===== config.mk =====
export PLATFORM = sky130hd
export DESIGN_NAME = tvm_mmap_copy_engine
export DESIGN_NICKNAME = d
export VERILOG_FILES = /design/src/rtl/tvm_mmap_copy_engine.sv
export SDC_FILE = /design/constraint.sdc
export NUM_CORES = 1
export LEC_CHECK = 0
export ABC_AREA = 0
export CAP_MARGIN = 10
export CELL_PAD_IN_SITES_DETAIL_PLACEMENT = 0
export CELL_PAD_IN_SITES_GLOBAL_PLACEMENT = 2
export CORE_AREA = 2 2 92 138
export CTS_CLUSTER_DIAMETER = 40
export DETAILED_ROUTE_END_ITERATION = 12
export DIE_AREA = 0 0 94 140
export PLACE_DENSITY_LB_ADDON = 0.05
export SYNTH_ARGS = -nofsm -noshare
export SYNTH_HDL_FRONTEND = slang
export SYNTH_SLANG_ARGS = --single-unit
export TNS_END_PERCENT = 5

===== constraint.sdc =====
create_clock -name i_clk -period 2.35 [get_ports i_clk]
set_input_delay 0.5875 -clock i_clk [delete_from_list [all_inputs] [get_ports i_clk]]
set_output_delay 0.5875 -clock i_clk [all_outputs]
set_load 0.01 [all_outputs]

===== src/rtl/tvm_mmap_copy_engine.sv =====
// Copies LEN words SRC->DST over the mmap read/write channels, issuing one pipelined read per cycle.
// First write strobe lands READ_LATENCY+2 cycles after the accepted start; neither channel can stall the engine.
module tvm_mmap_copy_engine #(
   parameter int DATA_WIDTH   = 8,
   parameter int ADDR_WIDTH   = 8,
   parameter int READ_LATENCY = 1
) (
   input  logic                  i_clk,
   input  logic                  i_rst_n,
   input  logic                  i_start,
   input  logic [ADDR_WIDTH-1:0] i_src_addr,
   input  logic [ADDR_WIDTH-1:0] i_dst_addr,
   input  logic [ADDR_WIDTH-1:0] i_len,
   output logic                  o_busy,
   output logic                  o_done,
   output logic [ADDR_WIDTH-1:0] o_count,
   output logic [ADDR_WIDTH-1:0] o_rd_addr,
   input  logic [DATA_WIDTH-1:0] i_rd_data,
   output logic [ADDR_WIDTH-1:0] o_wr_addr,
   output logic [DATA_WIDTH-1:0] o_wr_data,
   output logic                  o_wr_en
);

   typedef enum logic [1:0] {S_IDLE, S_RUN, S_DRAIN, S_DONE} state_t;

   state_t                r_state;
   logic [ADDR_WIDTH-1:0] r_src;
   logic [ADDR_WIDTH-1:0] r_dst;
   logic [ADDR_WIDTH-1:0] r_len;
   logic [ADDR_WIDTH-1:0] r_issued;
   logic [ADDR_WIDTH-1:0] r_count;
   logic [ADDR_WIDTH-1:0] r_rd_addr;
   logic [ADDR_WIDTH-1:0] r_wr_addr;
   logic [DATA_WIDTH-1:0] r_wr_data;
   logic                  r_busy;
   logic                  r_done;
   logic                  r_wr_en;
   logic [READ_LATENCY:0] r_pipe;

   logic                  w_accept;
   logic                  w_issue;
   logic [ADDR_WIDTH-1:0] w_issued_nxt;

   assign w_accept     = (r_state == S_IDLE) && i_start;
   assign w_issue      = (w_accept && (i_len != '0)) || (r_state == S_RUN);
   assign w_issued_nxt = r_issued + 1'b1;

   always_ff @(posedge i_clk or negedge i_rst_n) begin
      if (!i_rst_n) begin
         r_state   <= S_IDLE;
         r_src     <= '0;
         r_dst     <= '0;
         r_len     <= '0;
         r_issued  <= '0;
         r_count   <= '0;
         r_rd_addr <= '0;
         r_wr_addr <= '0;
         r_wr_data <= '0;
         r_busy    <= 1'b0;
         r_done    <= 1'b0;
         r_wr_en   <= 1'b0;
         r_pipe    <= '0;
      end else begin
         // A token leaving the pipe marks the cycle its read data is on i_rd_data.
         r_pipe  <= {r_pipe[READ_LATENCY-1:0], w_issue};
         r_wr_en <= r_pipe[READ_LATENCY];
         r_done  <= 1'b0;
         if (r_pipe[READ_LATENCY]) begin
            r_wr_addr <= r_dst + r_count;
            r_wr_data <= i_rd_data;
            r_count   <= r_count + 1'b1;
         end

         case (r_state)
            S_IDLE: begin
               if (i_start) begin
                  r_src   <= i_src_addr;
                  r_dst   <= i_dst_addr;
                  r_len   <= i_len;
                  r_count <= '0;
                  if (i_len == '0) begin
                     r_state <= S_DONE;
                     r_done  <= 1'b1;
                  end else begin
                     r_rd_addr <= i_src_addr;
                     r_issued  <= {{(ADDR_WIDTH-1){1'b0}}, 1'b1};
                     r_busy    <= 1'b1;
                     r_state   <= (i_len == {{(ADDR_WIDTH-1){1'b0}}, 1'b1}) ? S_DRAIN : S_RUN;
                  end
               end
            end
            S_RUN: begin
               r_rd_addr <= r_src + r_issued;
               r_issued  <= w_issued_nxt;
               if (w_issued_nxt == r_len) begin
                  r_state <= S_DRAIN;
               end
            end
            S_DRAIN: begin
               if ((r_count == r_len) && (r_pipe == '0)) begin
                  r_state <= S_DONE;
                  r_done  <= 1'b1;
                  r_busy  <= 1'b0;
               end
            end
            S_DONE: begin
               r_state <= S_IDLE;
            end
            default: begin
               r_state <= S_IDLE;
            end
         endcase
      end
   end

   assign o_busy    = r_busy;
   assign o_done    = r_done;
   assign o_count   = r_count;
   assign o_rd_addr = r_rd_addr;
   assign o_wr_addr = r_wr_addr;
   assign o_wr_data = r_wr_data;
   assign o_wr_en   = r_wr_en;

endmodule


==> Word-level counts from Yosys, hierarchy flattened <==
Cells that the tools add are included.
{ "op_classes": {"eq_ne": 10, "n_mux": 23, "n_reduce_logical": 14, "n_addsub": 4} }
{ "op_table": {"columns": ["operator", "count"], "rows": [
  ["$mux W8", 7],
  ["$pmux W8 S2", 2],
  ["$add A8 B1 Y8 const B", 2],
  ["$add A8 B8 Y8", 2],
  ["$eq A8 B8 Y1", 2],
  ["$mux W2", 5],
  ["$eq A8 B1 Y1 const B", 1],
  ["$logic_not A8 Y1", 1],
  ["$pmux W2 S4", 1],
  ["$reduce_bool A8 Y1", 1],
  ["$mux W1", 6],
  ["$ne A2 B2 Y1 const B", 3],
  ["$reduce_and A3 Y1", 2],
  ["$eq A2 B2 Y1 const B", 2],
  ["$logic_not A2 Y1", 2],
  ["$pmux W1 S2", 2],
  ["$reduce_and A4 Y1", 1],
  ["$reduce_bool A2 Y1", 2],
  ["$logic_and A1 B1 Y1", 3],
  ["$eq A2 B1 Y1 const B", 1],
  ["$ne A2 B1 Y1 const B", 1],
  ["$reduce_and A2 Y1", 1],
  ["$logic_or A1 B1 Y1", 1]
]} }
{ "totals": {"register_bits": 71, "word_cells": 64} }

==> Depth between registers and ports, before layout <==
Gate-level depths: netlist (run 1).
{ "depth": {"word_depth": 5, "depth_mapped": 9} }

==> Worst setup path after synthesis (run 1) <==
Ideal clock, no wire load.
{ "synth_path": {"path_kind": "reg2reg", "startpoint": "reg r_issued[0]", "endpoint": "reg r_state[0]", "period_less_slack_ns": 2.096, "required_time_ns": 2.225, "path_stages_with_launch": 8, "n_path_buf": 0, "path_slack_ns": 0.254, "arrival_ns": 1.971, "path_cell_list": "dfrtp_1 -> ha_1 -> xnor2_1 -> o21ai_0 -> nor4_1 -> nand4_1 -> a221o_1 -> mux2_4"} }
{ "synth_via": {"elab_chain_len": 4} }
{ "synth_rtl": {"columns": ["item", "line_no", "text"], "rows": [
  ["start: declaration", "30", "logic [ADDR_WIDTH-1:0] r_issued;"],
  ["start signal: assignment", "86", "r_issued <= {{(ADDR_WIDTH-1){1'b0}}, 1'b1};"],
  ["start signal: assignment", "94", "r_issued <= w_issued_nxt;"],
  ["$add A8 B1 Y8", "46", "assign w_issued_nxt = r_issued + 1'b1;"],
  ["$eq A8 B8 Y1", "95", "if (w_issued_nxt == r_len) begin"],
  ["$ne A2 B1 Y1 (no source line)", null, null],
  ["$reduce_and A3 Y1 (no source line)", null, null],
  ["end signal: assignment", "88", "r_state <= (i_len == {{(ADDR_WIDTH-1){1'b0}}, 1'b1}) ? S_DRAIN : S_RUN;"],
  ["end: declaration", "26", "state_t r_state;"]
]} }
Every way passes these cells.
A chain may end at the register's enable or synchronous reset.

==> Final worst setup path (run 1) <==
Ends and elaborated chain as after synthesis.

==> results.txt, run 1 <==
status -> finished clean
Comb pwr share -> 48.2%
delay of the slowest critical-path stage -> 440 ps
Pwr per Cell Area -> 1320 nW/um2
post-synthesis sequential area ratio -> 45.8%
CTS hold repair buffers -> 0
Pint -> 4.47 mW
Final nets -> 565
crit path capture type -> flip-flop
Crit path required time -> 2580 ps
post-DP HPWL -> 7.93 mm
fill count -> 1210
via count -> 3222
Vias per Instance -> 4.83
count of final setup violators -> 0
num ports -> 70
Worst Skew -> 6.57 ps
Yosys Warn Count -> 0
crit-path max FO -> 4
max_cap viols -> 0
Worst-Skew Late Latency -> 340 ps
CTS tree -> done
Post-synth EDFFs -> 0
CTS Buf Count -> 9
vias in the first global route -> 3422
CP Launch Type -> flip-flop
Slew Limit Fails -> 0
Setup Fix Bufs, Post-CTS -> 0
Netlist cell types -> 46
peak supply drop -> 0.525 mV
Leak -> 2.45 nW
period utilization -> 93.4%
# DRC -> 0
GRT Residual Overflow -> 0
Period minus WS final -> 2190 ps
RSZ-0062 raised after global routing -> false
final WL -> 10.6 mm
cells along the critical path -> ha_1, buf_4, o211a_1, o32ai_1, nand4_1, a221o_1, mux2_4
max_slew headroom -> 62.9%
first-pass GRT wire length -> 17.6 mm
async set-reset flop share out of synthesis -> 100%
Area Growth Syn to Fin -> 37.4%
largest net degree at the start of global routing -> 40
post-CTS resize count -> 0
Core Region -> 12000 um2
GP Congestion -> 0.788
Main synth FF type -> dfrtp_1
clock network fraction of design power -> 21.5%
drt initial violations -> 96
Seq pwr share -> 30.3%
effective utilization at floorplan -> 32.5%
GRT Overall Usage -> 17.4%
die extent in x -> 94 um
DIE HEIGHT -> 140 um
Sw Pwr -> 2.59 mW
slowest stage cell, crit path -> dfrtp_2
diode count -> 0
CTS H-tree lvls -> 3
switching part of the total power -> 36.7%
die area -> 13200 um2
Syn Area/Cell -> 9.54 um2
Synth Instances -> 407
layout cell share with drive strength beyond 1 -> 15.0%
placed cell area -> 5000 um2
clock slew at reported path FFs -> 60 ps
Mapped Area -> 3880 um2
highest attainable clock frequency -> 0.456 GHz
Longest Clk Path Bufs -> 2
Min Hold Slack -> 229 ps
worst slew pin tran -> 549 ps
final hold vios -> 0
Final Core Density -> 44.6%
wire length per cell -> 15.9 um
Syn Nets -> 463
final instance area -> 5330 um2
root buf cell -> clkbuf_16
Arr. time, crit path -> 2420 ps
worst hold path class -> in -> async
# rows -> 49
drt first pass iters -> 4
#FFs+latches synth -> 71
I/O Buffers -> 69
initial antenna violation count -> 0
CTS Sinks -> 71
TNS Setup -> 0 ps
number of nets with antenna violations after routing -> 0
Worst Setup Path Type -> reg -> reg
==> synthesized netlist by cell type (2+ instances only) <==
cell | n | area [um2]
fa_1 | 2 | 40.0
xor2_1 | 13 | 114
a21oi_1 | 10 | 50.1
o22ai_1 | 3 | 18.8
inv_1 | 17 | 63.8
o41ai_1 | 4 | 35.0
a21o_1 | 2 | 15.0
and3_1 | 2 | 12.5
nor4_1 | 3 | 18.8
a22o_1 | 2 | 17.5
buf_1 | 2 | 7.51
ha_1 | 19 | 238
buf_2 | 6 | 30.0
o21ai_0 | 22 | 110
a21boi_0 | 3 | 22.5
o31ai_1 | 5 | 37.5
dfrtp_1 | 71 | 1780
xnor2_1 | 19 | 166
o21a_1 | 4 | 30.0
clkbuf_1 | 7 | 26.3
nor2b_1 | 4 | 25.0
mux2i_1 | 11 | 110
nand2b_1 | 4 | 25.0
a31oi_1 | 3 | 18.8
nand2_1 | 85 | 319
nand4_1 | 5 | 31.3
or3_1 | 3 | 18.8
nor3_1 | 5 | 25.0
nand3_1 | 6 | 30.0
nor3b_1 | 2 | 15.0
mux2_2 | 14 | 158
nor2_1 | 33 | 124
a31o_2 | 3 | 26.3
==> sequential cells by signal, indices dropped and copies added, names as in the netlist <==
| signal | cells |
|---|---|
| r_pipe | 2 |
| o_wr_addr | 8 |
| r_issued | 8 |
| o_rd_addr | 8 |
| r_state | 2 |
| o_wr_data | 8 |
| o_done | 1 |
| r_len | 8 |
| o_busy | 1 |
| r_src | 8 |
| o_wr_en | 1 |
| r_dst | 8 |
| o_count | 8 |
==> per-stage QoR <==
step | cells | power, mW | setup slack, ps
3_3_place_gp | 651 | 5.58 | -38.8
4_1_cts | 667 | 7.19 | 78.2
6_report | 667 | 7.06 | 155
3_5_place_dp | 651 | 5.63 | -103
5_1_grt | 667 | 7.63 | 0.695
2_1_floorplan | 407 | 4.14 | 254
==> cells by family after synthesis <==
| kind of cell | count (synthesis) | synth area share, % |
|---|---|---|
| AO/OA/AOI/OAI | 70 | 12.1 |
| XOR/XNOR | 32 | 7.22 |
| adder cells (fa/ha/maj) | 21 | 7.15 |
| buffers and inverters | 32 | 3.29 |
| flip-flops | 71 | 45.8 |
| multiplexers | 26 | 7.28 |
| AND/OR/NAND/NOR | 155 | 17.1 |
==> power groups by stage <==
stage	sequential, mW	combinational, mW	clock, mW
2_1_floorplan	2.21	1.93	0
3_3_place_gp	2.15	3.43	0
3_5_place_dp	2.17	3.46	0
4_1_cts	2.15	3.48	1.56
5_1_grt	2.22	3.80	1.61
6_report	2.14	3.40	1.52
==> layout make-up <==
| type | count | area (um2) | area share [%] |
|---|---|---|---|
| sequential | 71 | 1780 | 33.3 |
| multi-input combinational | 304 | 1980 | 37.1 |
| clock buffer | 9 | 225 | 4.22 |
| clock inverter | 7 | 103 | 1.92 |
| tap | 153 | 191 | 3.59 |
| inverter | 17 | 63.8 | 1.20 |
| timing repair buffer | 106 | 991 | 18.6 |
==> layout by cell type, fill, tap and decap left out, types with 3 or more instances in the layout <==
cell	synthesis	layout
nand2_1	85	85
dfrtp_1	71	70
clkdlybuf4s50_1	0	68
buf_4	0	36
nor2_1	33	32
o21ai_0	22	22
xnor2_1	19	19
ha_1	19	19
inv_1	17	17
mux2_2	14	14
xor2_1	13	13
mux2i_1	11	11
a21oi_1	10	10
clkbuf_16	0	9
nand3_1	6	6
nand4_1	5	5
nor3_1	5	5
o31ai_1	5	5
nand2b_1	4	4
o41ai_1	4	4
nor2b_1	4	4
o21a_1	4	4
or3_1	3	3
nor4_1	3	3
a31o_2	3	3
a31oi_1	3	3
a21boi_0	3	3
o22ai_1	3	3
inv_6	0	3
==> critical path: cells and delay by family (launching register included) <==
| family | cells | cell delay (ps) |
|---|---|---|
| compound gates | 3 | 790 |
| flops | 1 | 440 |
| buf+inv | 1 | 150 |
| fa+ha+maj | 1 | 250 |
| simple gates | 1 | 160 |
| mux | 1 | 310 |
==> worst paths after layout <==
path	cells after the start	start	slack, ps	to
hold reg to reg	0	r_pipe[0]	390	r_pipe[1]
hold / removal	1	i_rst_n	230	o_rd_addr[3]
max in group asynchronous	2	i_rst_n	1530	r_issued[0]
setup reg to reg	7	r_issued[0]	160	r_state[0]
min in group i_clk	0	r_pipe[0]	390	r_pipe[1]
setup / recovery	7	r_issued[0]	160	r_state[0]
==> per-layer routing <==
layer	track usage (%)	part of all wire, %	vias up
met5	0	0	-
met4	6.48	1.8	0
met3	3.23	2.6	10
met2	31.8	55	56
met1	19.8	40	1557
li1	-	-	1599
No activity file was read; power rests on OpenSTA's default activity.
==> run 2: changes to the inputs <==
- CORE_AREA: 2 2 92 138 -> 2 2 118 108
- DIE_AREA: 0 0 94 140 -> 0 0 120 110
==> results.txt, run 2 (synthesis results as in run 1) <==
count of final setup violators -> 0 (unchanged)
CTS Buf Count -> 9 (unchanged)
vias in the first global route -> 3151 (-7.9%)
CTS Sinks -> 71 (unchanged)
Worst-Skew Late Latency -> 340 ps (about the same)
wire length per cell -> 15.5 um (-2.8%)
Pwr per Cell Area -> 1290 nW/um2 (-2.5%)
diode count -> 0 (unchanged)
final hold vios -> 0 (unchanged)
Worst Setup Path Type -> reg -> reg
crit path capture type -> flip-flop
Longest Clk Path Bufs -> 2 (unchanged)
number of nets with antenna violations after routing -> 0 (unchanged)
max_cap viols -> 0 (unchanged)
clock slew at reported path FFs -> 60 ps (about the same)
Vias per Instance -> 4.74 (-1.9%)
GP Congestion -> 0.784 (-0.52%)
final instance area -> 5270 um2 (-1.3%)
most frequent cells in the layout -> nand2_1, dfrtp_1, clkdlybuf4s50_1, nor2_1, buf_4
die area -> 13200 um2 (+0.30%)
Core Region -> 11900 um2 (-0.18%)
effective utilization at floorplan -> 32.5% (+0.058 points)
initial antenna violation count -> 0 (unchanged)
CTS hold repair buffers -> 0 (unchanged)
most common cell after layout, fill and taps aside -> nand2_1
num ports -> 70 (unchanged)
Final nets -> 560 (-0.88%)
peak supply drop -> 0.584 mV (+11%)
RSZ-0062 raised after global routing -> true
Area Growth Syn to Fin -> 35.6%
status -> finished clean
worst slew pin tran -> 412 ps (-137 ps)
highest attainable clock frequency -> 0.449 GHz (-1.4%)
Slew Limit Fails -> 0 (unchanged)
CTS tree -> done
Worst Skew -> 6.50 ps (-0.0742 ps)
Arr. time, crit path -> 2450 ps (+30 ps)
period utilization -> 94.7% (+1.3 points)
max_slew headroom -> 72.2% (+9.3 points)
I/O Buffers -> 69 (unchanged)
root buf cell -> clkbuf_16
DIE HEIGHT -> 110 um (-21%)
first-pass GRT wire length -> 16.9 mm (-3.8%)
layout cell share with drive strength beyond 1 -> 13.2% (-1.8 points)
# DRC -> 0 (unchanged)
final WL -> 10.3 mm (-2.8%)
die extent in x -> 120 um (+28%)
# rows -> 38 (-22%)
Leak -> 2.41 nW (-1.6%)
worst hold path class -> in -> async
post-DP HPWL -> 7.49 mm (-5.6%)
fill count -> 1205 (-0.41%)
CP Launch Type -> flip-flop
Period minus WS final -> 2220 ps (+30.3 ps)
Crit path required time -> 2570 ps (about the same)
total power -> 6.79 mW (-3.8%)
crit-path max FO -> 4 (unchanged)
GRT Residual Overflow -> 0 (unchanged)
drt first pass iters -> 4 (unchanged)
Setup Fix Bufs, Post-CTS -> 0 (unchanged)
placed insts -> 653 (+0.31%)
Finished Layout Cells -> 667 (unchanged)
placed cell area -> 5000 um2 (about the same)
GRT Overall Usage -> 16.7% (-0.73 points)
via count -> 3160 (-1.9%)
CTS H-tree lvls -> 3 (unchanged)
largest net degree at the start of global routing -> 39 (-2.5%)
drt initial violations -> 101 (+5.2%)
run 2: routing by layer:
metal | vias to the layer above | global-route usage [%] | wire, um
li1 | 1585 | - | -
met4 | 0 | 4.03 | 97
met1 | 1502 | 23.7 | 5370
met3 | 8 | 5.71 | 518
met2 | 65 | 24.4 | 4320
met5 | - | 0 | 0
run 2: power by group:
part           switching (mW)  internal (mW)
registers               0.384           1.74
logic                    1.63           1.77
clock network           0.502          0.759
total                    2.51           4.28
run 2: metrics by stage:
stage	utilization [%]	setup WS (ps)	hold WS, ps	TNS [ps]
detailed placement	41.9	-64.3	361	-334
floorplan	-	254	292	0
global route	44.1	-41.2	99.6	-43.8
finish	44.1	125	99.6	0
global placement	41.9	-63.3	362	-179
CTS	44.1	37.1	98.1	0
run 2: path summary, 6_finish.rpt:
path	depth (start not counted)	endpoint	slack, ps	start
min	1	o_wr_data[7]	100	i_rst_n
min in group i_clk	0	r_pipe[1]	380	r_pipe[0]
max reg2reg	7	r_state[0]	130	r_issued[0]
min reg2reg	0	r_pipe[1]	380	r_pipe[0]
max in group asynchronous	2	r_src[5]	1690	i_rst_n
max	7	r_state[0]	130	r_issued[0]
run 2: layout make-up:
class                      instances  area (um2)  area share [%]
sequential                        71        1780            33.7
clock inverter                     1        5.00          0.0951
clock buffer                      13         260            4.94
inverter                          17        63.8            1.21
timing repair buffer             101         978            18.6
multi-input combinational        304        1980            37.6
tap                              160         200            3.80
run 2: what timing repair did:
item | CTS | global route
endpoints found under the hold margin | 0 | 0
endpoints found under the setup margin | 0 | 3
gates resized for setup | 0 | 1
run 2: critical path: stages, from the launching register on:
cell	delay, ps
dfrtp_1	420
ha_1	340
xnor2_1	190
o21ai_0	110
nor4_1	200
nand4_1	180
a221o_1	360
mux2_4	300
==> run 3: changes to the inputs <==
- CORE_AREA: 2 2 118 108 -> 2 2 115 105
- DIE_AREA: 0 0 120 110 -> 0 0 117 107
- MAX_ROUTING_LAYER: default -> met4
- clock period: 2.35 -> 2.6 ns (I/O delays scaled with it)
==> results.txt, run 3 (synthesis results as in run 1) <==
status -> finished clean
Arr. time, crit path -> 2640 ps (+190 ps)
post-DP HPWL -> 7.11 mm (-5.0%)
CP bufs+invs -> 0 (unchanged)
peak supply drop -> 0.640 mV (+9.5%)
layout cell share with drive strength beyond 1 -> 11.5% (-1.7 points)
delay of the slowest critical-path stage -> 470 ps (+50 ps)
register area -> 1780 um2 (unchanged)
count of final setup violators -> 0 (unchanged)
crit path capture type -> flip-flop
most frequent cells in the layout -> nand2_1, dfrtp_1, clkdlybuf4s50_1, nor2_1, o21ai_0
crit-path max FO -> 7 (+3)
Period minus WS final -> 2410 ps (+189 ps)
RSZ-0062 raised after global routing -> false
final hold vios -> 0 (unchanged)
Setup Fix Bufs, Post-CTS -> 0 (unchanged)
period utilization -> 92.8% (-1.8 points)
initial antenna violation count -> 0 (unchanged)
GRT Overall Usage -> 17.9% (+1.2 points)
# DRC -> 0 (unchanged)
Final nets -> 546 (-2.5%)
Worst-Skew Late Latency -> 340 ps (about the same)
Worst Setup SP -> r_issued[0]
Worst Setup Slack, final -> 186 ps (+61.2 ps)
CTS Buf Count -> 9 (unchanged)
Core Region -> 11300 um2 (-5.0%)
CTS H-tree lvls -> 3 (unchanged)
delay-heaviest family, CP -> compound AO/OA/AOI/OAI gates
largest net degree at the start of global routing -> 38 (-2.6%)
CTS hold repair buffers -> 0 (unchanged)
wire length per cell -> 15.2 um (-1.7%)
diode count -> 0 (unchanged)
Vias per Instance -> 4.80 (+1.4%)
Worst Setup Path Type -> reg -> reg
effective utilization at floorplan -> 34.2% (+1.7 points)
via count -> 3127 (-1.0%)
Slew Limit Fails -> 0 (unchanged)
drt initial violations -> 141 (+40%)
max_cap viols -> 0 (unchanged)
max_slew headroom -> 62.2% (-10 points)
worst slew pin tran -> 560 ps (+148 ps)
Crit path required time -> 2820 ps (+250 ps)
vias in the first global route -> 3119 (-1.0%)
GRT Residual Overflow -> 0 (unchanged)
flop2flop setup slack -> 190 ps (+60 ps)
Pwr per Cell Area -> 1190 nW/um2 (-8.0%)
slowest stage cell, crit path -> dfrtp_1
number of nets with antenna violations after routing -> 0 (unchanged)
Longest Clk Path Bufs -> 2 (unchanged)
highest attainable clock frequency -> 0.414 GHz (-7.8%)
Leak -> 2.36 nW (-2.1%)
GP Congestion -> 0.761 (-3.0%)
Reg2Reg Depth -> 7 (unchanged)
I/O Buffers -> 69 (unchanged)
post-CTS resize count -> 0 (unchanged)
CTS Sinks -> 71 (unchanged)
DIE HEIGHT -> 107 um (-2.7%)
CTS tree -> done
TNS Setup -> 0 ps (unchanged)
fill count -> 1109 (-8.0%)
final WL -> 9.90 mm (-4.0%)
Multi-input gate area -> 1980 um2 (unchanged)
root buf cell -> clkbuf_16
num ports -> 70 (unchanged)
Place WS -> 80.1 ps (+144 ps)
drt first pass iters -> 4 (unchanged)
clock slew at reported path FFs -> 60 ps (about the same)
cells along the critical path -> ha_1, xnor2_1, o21ai_0, nor4_1, nand4_1, a221o_1, mux2_4
end of the critical path -> r_state[0]
WP depth -> 7 (unchanged)
worst hold path class -> in -> async
Worst Skew -> 3.71 ps (-2.78 ps)
first-pass GRT wire length -> 16.4 mm (-2.9%)
total power -> 6.17 mW (-9.2%)
R2R Path Start -> r_issued[0]
die area -> 12500 um2 (-5.2%)
CP Launch Type -> flip-flop
most common cell after layout, fill and taps aside -> nand2_1
Area Growth Syn to Fin -> 33.9%
die extent in x -> 117 um (-2.5%)
# rows -> 37 (-2.6%)
RR Endpoint -> r_state[0]
[run 3: cell types whose count changed in the layout (fill, tap and decap cells not counted), sizes merged]
cell,before,now
clkinv,1,3
clkinvlp,0,1
bufinv,0,1
buf,33,19
clkbuf,13,11
[run 3: cell type report]
type | instances | area share [%]
sequential | 71 | 34.2
multi-input combinational | 304 | 38.1
tap | 156 | 3.75
clock buffer | 11 | 4.86
clock inverter | 5 | 1.08
timing repair buffer | 87 | 16.8
inverter | 17 | 1.23
[run 3: worst min path at each step]
stage                     startpoint           end  slack [ps]  cells past startpoint
after global placement     r_pipe[0]     r_pipe[1]         360                      0
after CTS                    i_rst_n      r_dst[6]         310                      1
after floorplan              i_rst_n        o_busy         350                      0
after global routing         i_rst_n      r_dst[6]         320                      1
after detailed placement   r_pipe[0]     r_pipe[1]         370                      0
final                        i_rst_n  o_wr_data[7]         280                      1
[run 3: worst register-to-register path, cell delays in order, from the launching register on]
cell     delay, ps
dfrtp_1        470
ha_1           380
xnor2_1        170
o21ai_0        100
nor4_1         300
nand4_1        180
a221o_1        390
mux2_4         310
[run 3: report_power, final]
group | total (mW) | internal [mW] | switching [mW]
Sequential | 1.96 | 1.57 | 0.384
Combinational | 2.94 | 1.53 | 1.41
Clock | 1.27 | 0.793 | 0.479
Total | 6.17 | 3.90 | 2.27
[run 3: metal layers]
metal  GRT usage (%)  share of wire (%)  up-vias
met4            4.54                1.1        0
li1                -                  -     1567
met1            26.6                 54     1466
met2            23.6                 40       84
met5               -                  0        -
met3            5.43                4.2       10
[run 3: per-stage QoR]
step | std cells | utilization [%] | hold WS, ps | instance area (um2)
final | 651 | 45.8 | 281 | 5200
after global routing | 651 | 45.8 | 317 | 5200
after CTS | 651 | 45.8 | 308 | 5200
after detailed placement | 635 | 43.1 | 368 | 4890
after global placement | 635 | 43.1 | 364 | 4890
after floorplan | 407 | - | 348 | 3880
